### src/rtl/press_classifier.sv
// Classifies a debounced button level into press, long-press, auto-repeat and
// release pulses. Define AUTO_REPEAT_EN to enable the auto-repeat feature.
module press_classifier #(
  parameter int unsigned LONG_CYCLES   = 25000000,
  parameter int unsigned REPEAT_CYCLES = 10000000,
  parameter int unsigned CNT_W         = 32
) (
  input  logic clk,
  input  logic rst,
  input  logic btn_in,
  output logic flap_pulse,
  output logic long_pulse,
  output logic repeat_pulse,
  output logic release_pulse,
  output logic held
);

  if (LONG_CYCLES < 1 || longint'(LONG_CYCLES) > ((longint'(1) << CNT_W) - 1)) begin : g_bad_long
    $error("LONG_CYCLES out of range for CNT_W");
  end
  if (REPEAT_CYCLES < 1 || longint'(REPEAT_CYCLES) > ((longint'(1) << CNT_W) - 1)) begin : g_bad_repeat
    $error("REPEAT_CYCLES out of range for CNT_W");
  end

  localparam logic [CNT_W-1:0] LONG_LAST = CNT_W'(LONG_CYCLES - 1);

  typedef enum logic [1:0] {
    IDLE,
    PRESS,
    LONG
  } state_t;

  state_t           state, state_nxt;
  logic [CNT_W-1:0] cnt, cnt_nxt;
  logic             btn_q;
  logic             rise;
  logic             flap_nxt, long_nxt, release_nxt;

  assign rise = btn_in & ~btn_q;

`ifdef AUTO_REPEAT_EN
  localparam logic [CNT_W-1:0] REPEAT_LAST = CNT_W'(REPEAT_CYCLES - 1);
  logic repeat_nxt;
`endif

  always_comb begin
    state_nxt   = state;
    cnt_nxt     = cnt;
    flap_nxt    = 1'b0;
    long_nxt    = 1'b0;
    release_nxt = 1'b0;
`ifdef AUTO_REPEAT_EN
    repeat_nxt  = 1'b0;
`endif
    case (state)
      IDLE: begin
        if (rise) begin
          state_nxt = PRESS;
          cnt_nxt   = '0;
          flap_nxt  = 1'b1;
        end
      end
      PRESS: begin
        // Release is tested first so it wins over a coincident long threshold.
        if (!btn_in) begin
          state_nxt   = IDLE;
          cnt_nxt     = '0;
          release_nxt = 1'b1;
        end else if (cnt == LONG_LAST) begin
          state_nxt = LONG;
          cnt_nxt   = '0;
          long_nxt  = 1'b1;
        end else begin
          cnt_nxt = cnt + CNT_W'(1);
        end
      end
      LONG: begin
        if (!btn_in) begin
          state_nxt   = IDLE;
          cnt_nxt     = '0;
          release_nxt = 1'b1;
        end else begin
`ifdef AUTO_REPEAT_EN
          if (cnt == REPEAT_LAST) begin
            cnt_nxt    = '0;
            repeat_nxt = 1'b1;
          end else begin
            cnt_nxt = cnt + CNT_W'(1);
          end
`else
          cnt_nxt = '0;
`endif
        end
      end
      default: begin
        state_nxt = IDLE;
        cnt_nxt   = '0;
      end
    endcase
  end

  // btn_q resets high so a button already held at reset release is not a press.
  always_ff @(posedge clk or posedge rst) begin
    if (rst) begin
      state         <= IDLE;
      cnt           <= '0;
      btn_q         <= 1'b1;
      flap_pulse    <= 1'b0;
      long_pulse    <= 1'b0;
      release_pulse <= 1'b0;
      held          <= 1'b0;
    end else begin
      state         <= state_nxt;
      cnt           <= cnt_nxt;
      btn_q         <= btn_in;
      flap_pulse    <= flap_nxt;
      long_pulse    <= long_nxt;
      release_pulse <= release_nxt;
      held          <= (state_nxt != IDLE);
    end
  end

`ifdef AUTO_REPEAT_EN
  always_ff @(posedge clk or posedge rst) begin
    if (rst) begin
      repeat_pulse <= 1'b0;
    end else begin
      repeat_pulse <= repeat_nxt;
    end
  end
`else
  assign repeat_pulse = 1'b0;
`endif

endmodule

### config.mk
export PLATFORM = sky130hd
export DESIGN_NAME = press_classifier
export DESIGN_NICKNAME = d
export VERILOG_FILES = /design/src/rtl/press_classifier.sv
export SDC_FILE = /design/constraint.sdc
export NUM_CORES = 1
export LEC_CHECK = 0
export ABC_AREA = 1
export ABC_CLOCK_PERIOD_IN_PS = 2200
export BUFFER_PORTS_ARGS = -buffer_cell sky130_fd_sc_hd__buf_2
export CAP_MARGIN = 25
export CORE_UTILIZATION = 30
export CTS_CLUSTER_SIZE = 25
export DETAILED_ROUTE_END_ITERATION = 16
export HOLD_SLACK_MARGIN = 0.02
export SETUP_SLACK_MARGIN = 0.1
export SYNTH_ARGS = -nofsm -noshare
export SYNTH_HDL_FRONTEND = slang
export SYNTH_SLANG_ARGS = --single-unit
### constraint.sdc
create_clock -name clk -period 2.2 [get_ports clk]
set_input_delay 0.11 -clock clk [delete_from_list [all_inputs] [get_ports clk]]
set_output_delay 0.11 -clock clk [all_outputs]
set_load 0.01 [all_outputs]
Word-level counts from Yosys, hierarchy flattened
Index checks and enable logic that the tools add are counted.
{"block": "classes", "addsub": 1, "n_eq_ne": 4, "n_mux": 16, "bitwise": 2, "n_reduce_logical": 3}
{"op": "two-way mux 32 bit", "count": 3}
{"op": "case mux 32 bit (2 select lines)", "count": 1}
{"op": "adder 32 x 1 -> 32 bit (second input constant)", "count": 1}
{"op": "== test 32 x 25 -> 1 bit (second input constant)", "count": 1}
{"op": "two-way mux 2 bit", "count": 4}
{"op": "two-way mux 1 bit", "count": 7}
{"op": "case mux 2 bit (3 select lines)", "count": 1}
{"op": "== test 2 x 1 -> 1 bit (second input constant)", "count": 1}
{"op": "== test 2 bit (second input constant)", "count": 1}
{"op": "zero test 2 bit", "count": 1}
{"op": "!= test 2 bit (second input constant)", "count": 1}
{"op": "nonzero test 2 bit", "count": 1}
{"op": "OR reduction 2 bit", "count": 1}
{"op": "AND 1 bit", "count": 1}
{"op": "NOT 1 bit", "count": 1}
{"block": "word_totals", "regBits": 39, "input_bits": 3, "out_inout_bits": 5, "wordCells": 33}

Depth between registers and ports, before layout
Gate-level depths: netlist of the first run.
{"block": "depth", "word_depth": 5, "depth_mapped": 11, "ltp_nobuf": 11}

Least setup slack after synthesis of the first run
Ideal clock, no wire load.
{"block": "synth_timing", "kind": "register to register", "startpoint": "register cnt[1]", "endpoint": "register cnt[20]", "setup_ps": 118, "arrival_ps": 1402, "required_ps": 2082, "slack_ps": 679, "stages_incl_launch_ff": 12, "path_buffers": 1, "period_less_slack_ps": 1521, "cell_sequence": "dfrtp_1 -> ha_1 -> nand2_2 -> nor2_4 -> nand3_2 -> nor2_2 -> nand2_2 -> nand2_2 -> nand2_4 -> clkinv_4 -> buf_6 -> nor2_1"}
{"block": "synth_via", "elab_chain_len": 4, "word_cells_on_any_way": 5, "classes_between": "add/sub (1); eq/ne (1); mux (3)"}
{"element": "start, declared", "line_no": "34", "text": "logic [CNT_W-1:0] cnt, cnt_nxt;"}
{"element": "start signal, assigned", "line_no": "114", "text": "cnt <= cnt_nxt;"}
{"element": "adder 32 x 1 -> 32 bit or == test 32 x 25 -> 1 bit (tied branches)", "line_no": "74, 69"}
{"element": "two-way mux 32 bit *", "line_no": "69", "text": "end else if (cnt == LONG_LAST) begin"}
{"element": "two-way mux 32 bit *", "line_no": "65", "text": "if (!btn_in) begin"}
{"element": "case mux 32 bit (2 select lines) *", "line_no": "55", "text": "case (state)"}
Every way passes the cells marked *; elsewhere a longest branch is shown, timed or not.
A chain may end at the register's enable or synchronous reset.

Worst setup path in the final report of the first run
{"block": "layout_timing", "startpoint": "register state[1]", "endpoint": "register cnt[26]"}
{"block": "layout_via", "elab_chain_len": 2, "word_cells_on_any_way": 4, "classes_between": "eq/ne (2); mux (1); reduce/logical (1)"}
{"element": "start, declared", "line_no": "33", "text": "state_t state, state_nxt;"}
{"element": "start signal, assigned", "line_no": "113", "text": "state <= state_nxt;"}
{"element": "== test 2 x 1 -> 1 bit or zero test 2 bit (tied branches)", "line_no": "55"}
{"element": "case mux 32 bit (2 select lines) or != test 2 bit (tied branches)"}
Several ways; a longest one is shown, not always the timed one.

==> run_summary.xml, run 1 <==
<?xml version="1.0" encoding="UTF-8"?>
<metrics>
  <group name="drt">
    <metric name="routed_wire_length" unit="um">5425</metric>
    <metric name="drt_first_pass_iters" unit="">4</metric>
    <metric name="drt_iter0_markers" unit="">129</metric>
    <metric name="remaining_drc_errors" unit="">0</metric>
    <metric name="routed_wire_length_per_instance" unit="um">11.84</metric>
    <metric name="via_per_inst" unit="">4.550</metric>
    <metric name="route.vias.total" unit="">2084</metric>
    <metric name="ant_nets" unit="">0</metric>
  </group>
  <group name="sta">
    <metric name="timing.fmax" unit="MHz">525.7</metric>
    <metric name="fin_crit_sh" unit="%">86.47</metric>
    <metric name="final.setup.tns" unit="ps">0</metric>
    <metric name="report.final.hold_viol_count" unit="">0</metric>
    <metric name="period_needed" unit="ps">1902</metric>
    <metric name="finalMaxSlewViolations" unit="">0</metric>
    <metric name="skew" unit="ps">7.715</metric>
    <metric name="layout_setup_ws" unit="ps">297.6</metric>
    <metric name="final-setup-viol-count" unit="">0</metric>
    <metric name="rsz0062_at_grt" unit="">false</metric>
  </group>
  <group name="clocking">
    <metric name="cts_inserted_buffers" unit="">5</metric>
    <metric name="clk-insertion-delay-late" unit="ps">290</metric>
    <metric name="clock_tree_from_tritoncts" unit="">built</metric>
    <metric name="clk_pin_slew_worst_paths" unit="ps">80</metric>
    <metric name="cts-root-buf" unit="">clkbuf_8</metric>
    <metric name="cts_buffer_depth" unit="">2</metric>
    <metric name="deepest_level_of_the_cts_h_tree" unit="">2</metric>
    <metric name="cts-resized-gates" unit="">0</metric>
    <metric name="numClockSinks" unit="">39</metric>
  </group>
  <group name="critical_path">
    <metric name="cp_data_required_time" unit="ps">2430</metric>
    <metric name="critical_path_arrival" unit="ps">2130</metric>
    <metric name="timing.critical_path.to_type" unit="">flop</metric>
    <metric name="path_max_fanout" unit="">14</metric>
    <metric name="worstSetupPathType" unit="">reg2reg</metric>
    <metric name="critical_path.startpoint_type" unit="">flop</metric>
  </group>
  <group name="global_route">
    <metric name="grt_pass1_vias" unit="">2032</metric>
    <metric name="gr-usage-all-layers" unit="%">14.21</metric>
    <metric name="remaining_global_route_overflow" unit="">0</metric>
    <metric name="grt_first_pass_wirelength" unit="um">9432</metric>
    <metric name="largest_net_degree_at_the_start_of_global_routing" unit="">40</metric>
    <metric name="initial_antenna_violation_count" unit="">0</metric>
  </group>
  <group name="finish">
    <metric name="final_cell_mix" unit="">nand2_1 (85), nor2_1 (76), inv_1 (46)</metric>
    <metric name="nNetsFinal" unit="">363</metric>
    <metric name="layout_commonest_cell" unit="">nand2_1</metric>
    <metric name="ant_diodes" unit="">0</metric>
    <metric name="flow.area_growth_from_synthesis" unit="%">9.758</metric>
    <metric name="layout.core_utilization" unit="%">34.25</metric>
    <metric name="layout-drive-gt1-share" unit="%">10.96</metric>
  </group>
  <group name="power">
    <metric name="power_leakage" unit="nW">1.215</metric>
    <metric name="ratio_of_total_power_to_cell_area" unit="nW/um^2">599.8</metric>
    <metric name="power.ir.vdd_worst" unit="mV">0.2047</metric>
  </group>
  <group name="synthesis">
    <metric name="postSynthRegisterBits" unit="">39</metric>
    <metric name="seq_area_frac_synth" unit="%">40.11</metric>
    <metric name="yosysUniqueCellTypes" unit="">30</metric>
    <metric name="net_count_after_synthesis" unit="">351</metric>
    <metric name="synth_warnings" unit="">0</metric>
    <metric name="syn-instance-count" unit="">343</metric>
    <metric name="synth_area_per_cell" unit="um^2">7.102</metric>
    <metric name="synth.top_cells.by_area" unit="">dfrtp_1 (39%), nand2_1 (13%), nor2_1 (12%), inv_1 (7.1%), nand3_1 (4.1%)</metric>
    <metric name="post-synth-top-area-cell" unit="">dfrtp_1</metric>
    <metric name="post_syn_area" unit="um^2">2436</metric>
    <metric name="synth_top_area_share" unit="%">39.03</metric>
  </group>
  <group name="die">
    <metric name="dieWidth" unit="um">92.11</metric>
    <metric name="placement_rows" unit="">32</metric>
    <metric name="floorplan.die.height" unit="um">92.11</metric>
    <metric name="die_area" unit="um^2">8484</metric>
    <metric name="ioPinCount" unit="">8</metric>
    <metric name="floorplan.core_area" unit="um^2">7807</metric>
    <metric name="initial_utilization" unit="%">31.20</metric>
  </group>
  <group name="outcome">
    <metric name="status" unit="">complete, no violations</metric>
  </group>
  <group name="place">
    <metric name="dp_hpwl" unit="um">4073</metric>
    <metric name="placement.setup.worst_slack" unit="ps">307.4</metric>
    <metric name="portbufs" unit="">6</metric>
    <metric name="globalplace.congestion" unit="">0.9166</metric>
  </group>
  <group name="flow_run">
    <metric name="max_cap_violations" unit="">0</metric>
  </group>
  <group name="min_path">
    <metric name="min-delay-path-class" unit="">in2async</metric>
  </group>
</metrics>
## sequential cells by signal, indices dropped and copies added (netlist names)
register,count
flap_pulse,1
long_pulse,1
cnt,32
btn_q,1
release_pulse,1
state,2
held,1
## per-layer routing
| layer | wire length, um | GRT usage [%] | share of wire [%] |
|---|---|---|---|
| met5 | 0 | 0 | 0 |
| met2 | 2432 | 22.64 | 45 |
| met1 | 2703 | 18.65 | 50 |
| met3 | 190 | 3.151 | 3.5 |
| met4 | 99 | 5.599 | 1.8 |
## worst paths after layout
check,from,depth (start not counted),endpoint,slack [ps]
min in group clk,btn_in,2,btn_q,500
worst min-delay path,rst,4,cnt[19],480
max in group asynchronous,rst,4,btn_q,1370
worst max-delay path,state[1],9,cnt[26],300
worst min register to register,cnt[3],2,cnt[3],590
worst max register to register,state[1],9,cnt[26],300
## worst max-delay path: stages (launching register included)
cell     delay, ps
dfrtp_1        410
inv_1           80
ha_1           220
nand2_2        280
nand3_2        200
nor3_2         300
nand2_1        130
nand2_1         80
nand2_1         50
nor2_1          80
## cells by family (layout without fill, tap and decap cells)
| family | count (synthesis) | in the layout | synth area share [%] |
|---|---|---|---|
| AND/OR/NAND/NOR | 225 | 225 | 41.71 |
| buffers and inverters | 52 | 65 | 9.039 |
| flip-flops | 39 | 39 | 40.11 |
| XOR/XNOR | 13 | 13 | 4.674 |
| AO/OA/AOI/OAI | 8 | 8 | 1.746 |
| adder cells (fa/ha/maj) | 5 | 5 | 2.568 |
| other | 1 | 1 | 0.1539 |
## area by class of cell
| cell class | count | area, um^2 |
|---|---|---|
| Multi-Input combinational cell | 252 | 1239 |
| Tap cell | 102 | 127.6 |
| Clock inverter | 3 | 15.01 |
| Inverter | 47 | 181.4 |
| Sequential cell | 39 | 977.2 |
| Fill cell | 850 | 5134 |
| Timing Repair Buffer | 10 | 65.06 |
| Clock buffer | 5 | 68.82 |
## through the flow
stage | hold slack, ps | cells | cell area [um^2] | total power, W
6_report | 475.2 | 458 | 2674 | 0.001604
5_1_grt | 512.0 | 458 | 2674 | 0.001705
4_1_cts | 493.6 | 458 | 2674 | 0.001630
3_5_place_dp | 257.0 | 448 | 2570 | 0.001142
3_3_place_gp | 256.4 | 448 | 2570 | 0.001136
2_1_floorplan | 114.5 | 343 | 2436 | 0.001068
## Yosys cell counts
library cell / number
conb_1: 1
nor2_1: 76
nand3_2: 2
dfrtp_1: 38
nor3_4: 1
xnor2_1: 3
a21oi_1: 1
nand3_1: 20
nand4_1: 15
or2_2: 1
o21ai_0: 6
inv_1: 46
nand2_2: 7
clkbuf_1: 1
buf_4: 1
nor2_4: 1
or2_1: 1
dfstp_2: 1
buf_6: 2
xor2_1: 10
nand2_4: 1
clkinv_4: 1
o31ai_1: 1
nor2_2: 4
nand2_1: 85
buf_2: 1
nor3_2: 4
ha_1: 5
nor3_1: 5
nor4_1: 2
## where the power goes
part | switching (W) | total [W] | internal (W)
registers | 0.0000202 | 0.000772 | 0.000752
logic | 0.000267 | 0.000354 | 0.0000879
clock network | 0.000260 | 0.000477 | 0.000217
## timing repair
action                                 in CTS  in global routing
hold buffers                                2                  0
endpoints found under the hold margin      40                  0
setup buffers                               0                  0
Note: power is estimated with default switching activity, not from simulation.
==> run 2: changes to the inputs <==
--- a/config.mk
+++ b/config.mk
@@ -9,7 +9,7 @@
 export ABC_CLOCK_PERIOD_IN_PS = 2200
 export BUFFER_PORTS_ARGS = -buffer_cell sky130_fd_sc_hd__buf_2
 export CAP_MARGIN = 25
-export CORE_UTILIZATION = 30
+export CORE_UTILIZATION = 44
 export CTS_CLUSTER_SIZE = 25
 export DETAILED_ROUTE_END_ITERATION = 16
 export HOLD_SLACK_MARGIN = 0.02
==> run 2 against run 1 <==
  * Via count down 1.5%
  * Core utilization up 17 points
  * Total power is 5.1% higher
  * Sequential power hardly changed
  * Design area is 0.47% lower
  * Combinational power is essentially flat
  * Critical path type unchanged
==> run_summary.xml, run 2 (synthesis results as in run 1) <==
<?xml version="1.0" encoding="UTF-8"?>
<metrics>
  <group name="outcome">
    <metric name="status" unit="">complete, no violations</metric>
  </group>
  <group name="finish">
    <metric name="final_cell_mix" unit="">nand2_1 (85), nor2_1 (76), inv_1 (46)</metric>
    <metric name="finalInstanceArea" unit="um^2">2661</metric>
    <metric name="post_layout_nonfiller_instances" unit="">427</metric>
    <metric name="ant_diodes" unit="">0</metric>
    <metric name="nNetsFinal" unit="">364</metric>
    <metric name="max_flop_register" unit="">cnt</metric>
    <metric name="num-fill-cells" unit="">524</metric>
    <metric name="layout-drive-gt1-share" unit="%">11.20</metric>
    <metric name="reg_top3" unit="">cnt (32), state (2)</metric>
    <metric name="layout_commonest_cell" unit="">nand2_1</metric>
    <metric name="largest_reg_flops" unit="">32</metric>
    <metric name="flow.area_growth_from_synthesis" unit="%">9.245</metric>
  </group>
  <group name="place">
    <metric name="portbufs" unit="">6</metric>
    <metric name="cell_area_placed" unit="um^2">2537</metric>
    <metric name="placed_cells" unit="">417</metric>
    <metric name="globalplace.congestion" unit="">0.8303</metric>
    <metric name="dp_hpwl" unit="um">4089</metric>
  </group>
  <group name="clocking">
    <metric name="clk-insertion-delay-late" unit="ps">300</metric>
    <metric name="cts_buffer_depth" unit="">2</metric>
    <metric name="cts_inserted_buffers" unit="">5</metric>
    <metric name="clock_tree_from_tritoncts" unit="">built</metric>
    <metric name="clk_pin_slew_worst_paths" unit="ps">80</metric>
    <metric name="numClockSinks" unit="">39</metric>
    <metric name="cts-root-buf" unit="">clkbuf_8</metric>
    <metric name="cts-resized-gates" unit="">0</metric>
    <metric name="deepest_level_of_the_cts_h_tree" unit="">2</metric>
  </group>
  <group name="min_path">
    <metric name="min-delay-path-class" unit="">in2async</metric>
  </group>
  <group name="flow_run">
    <metric name="max_cap_violations" unit="">0</metric>
  </group>
  <group name="power">
    <metric name="final_total_pwr" unit="W">0.001685</metric>
    <metric name="power.ir.vdd_worst" unit="mV">0.7324</metric>
    <metric name="power_leakage" unit="nW">1.223</metric>
    <metric name="ratio_of_total_power_to_cell_area" unit="nW/um^2">633.1</metric>
  </group>
  <group name="sta">
    <metric name="period_needed" unit="ps">1804</metric>
    <metric name="final-setup-viol-count" unit="">0</metric>
    <metric name="fin_crit_sh" unit="%">81.98</metric>
    <metric name="rsz0062_at_grt" unit="">false</metric>
    <metric name="final.setup.tns" unit="ps">0</metric>
    <metric name="worst_slew_margin_rel" unit="%">66.62</metric>
    <metric name="timing.fmax" unit="MHz">554.5</metric>
    <metric name="report.final.hold_viol_count" unit="">0</metric>
    <metric name="finalMaxSlewViolations" unit="">0</metric>
    <metric name="worst_pin_slew" unit="ps">500.7</metric>
    <metric name="skew" unit="ps">8.255</metric>
  </group>
  <group name="drt">
    <metric name="routed_wire_length_per_instance" unit="um">12.79</metric>
    <metric name="routed_wire_length" unit="um">5462</metric>
    <metric name="drt_first_pass_iters" unit="">4</metric>
    <metric name="remaining_drc_errors" unit="">0</metric>
    <metric name="drt_iter0_markers" unit="">124</metric>
    <metric name="route.vias.total" unit="">2052</metric>
    <metric name="via_per_inst" unit="">4.806</metric>
    <metric name="ant_nets" unit="">0</metric>
  </group>
  <group name="die">
    <metric name="initial_utilization" unit="%">46.80</metric>
    <metric name="dieWidth" unit="um">76.41</metric>
    <metric name="die_area" unit="um^2">5838</metric>
    <metric name="ioPinCount" unit="">8</metric>
    <metric name="placement_rows" unit="">26</metric>
    <metric name="floorplan.core_area" unit="um^2">5205</metric>
    <metric name="floorplan.die.height" unit="um">76.41</metric>
  </group>
  <group name="critical_path">
    <metric name="cp_data_required_time" unit="ps">2440</metric>
    <metric name="worstReg2RegStart" unit="">state[0]</metric>
    <metric name="worst_r2r_endpoint" unit="">cnt[19]</metric>
    <metric name="reg_to_reg_slack_setup" unit="ps">400</metric>
    <metric name="r2r.worst_path.cells" unit="">9</metric>
    <metric name="worstSetupPathType" unit="">reg2reg</metric>
    <metric name="timing.critical_path.to_type" unit="">flop</metric>
    <metric name="critical_path.startpoint_type" unit="">flop</metric>
    <metric name="path_max_fanout" unit="">14</metric>
    <metric name="critical_path_arrival" unit="ps">2040</metric>
  </group>
  <group name="global_route">
    <metric name="gr-usage-all-layers" unit="%">21.21</metric>
    <metric name="global_route.usage.met1" unit="%">29.68</metric>
    <metric name="initial_antenna_violation_count" unit="">0</metric>
    <metric name="largest_net_degree_at_the_start_of_global_routing" unit="">40</metric>
    <metric name="globalRouteMet2Util" unit="%">32.97</metric>
    <metric name="grt_first_pass_wirelength" unit="um">9625</metric>
    <metric name="grt_pass1_vias" unit="">2024</metric>
    <metric name="global_route.peak_usage_layer" unit="">met2</metric>
    <metric name="remaining_global_route_overflow" unit="">0</metric>
    <metric name="grt_use_met3" unit="%">3.832</metric>
  </group>
</metrics>
[run 2: cell types whose count changed in the layout (fill, tap and decap cells not counted)]
cell and delta:
buf_4 +1, clkbuf_8 +2, clkinv_2 -3, clkinvlp_4 +1
[run 2: worst max-delay path by stage]
stage | start | end | slack [ps] | cells after the start
CTS | state[0] | cnt[19] | 380 | 9
finish | state[0] | cnt[19] | 400 | 9
global route | state[0] | cnt[17] | 170 | 9
floorplan | cnt[1] | cnt[20] | 680 | 11
detailed placement | state[0] | cnt[17] | 410 | 9
global placement | state[0] | held | 420 | 8
[run 2: worst max-delay path, cell delays in order, from the launching register on]
cell and delay (ps):
dfrtp_1 390, inv_1 90, ha_1 230, nand2_2 250
nand3_1 240, nor2_1 240, nand2_1 100, nand2_1 70
nand2_1 50, nor2_1 90
[run 2: area by class of cell]
cell class                 count  area [um^2]  share of cell area, %
multi-input combinational    252         1239                  46.54
timing repair buffer          11        72.57                  2.727
clock buffer                   7        96.34                  3.620
sequential                    39        977.2                  36.72
inverter                      47        181.4                  6.817
tap                           70        87.58                  3.291
clock inverter                 1        7.507                 0.2821
[run 2: power by group]
group | leakage, nW | internal, W | switching (W)
Combinational | 0.636 | 0.0000894 | 0.000268
Clock | 0.0505 | 0.000285 | 0.000270
Sequential | 0.537 | 0.000752 | 0.0000204
[run 2: layer usage]
layer / vias to the layer above / routed length, um / part of all wire (%)
li1: 1079 / - / -
met1: 926 / 2849 / 52
met2: 38 / 2360 / 43
met3: 9 / 155 / 2.8
met4: 0 / 97 / 1.8
met5: - / 0 / 0
[run 2: per-stage QoR]
| stage | setup WS [ps] | hold WS [ps] | utilization (%) |
|---|---|---|---|
| 2_1_floorplan | 679.3 | 114.5 | - |
| 3_3_place_gp | 417.9 | 252.5 | 48.75 |
| 3_5_place_dp | 408.2 | 255.1 | 48.75 |
| 4_1_cts | 382.6 | 480.4 | 51.13 |
| 5_1_grt | 167.5 | 510.9 | 51.13 |
| 6_report | 396.5 | 469.1 | 51.13 |
[run 2: repair_timing]
item                      4_1_cts  5_1_grt
buffers inserted                0        0
hold endpoints to repair       40        0
hold buffers                    2        0
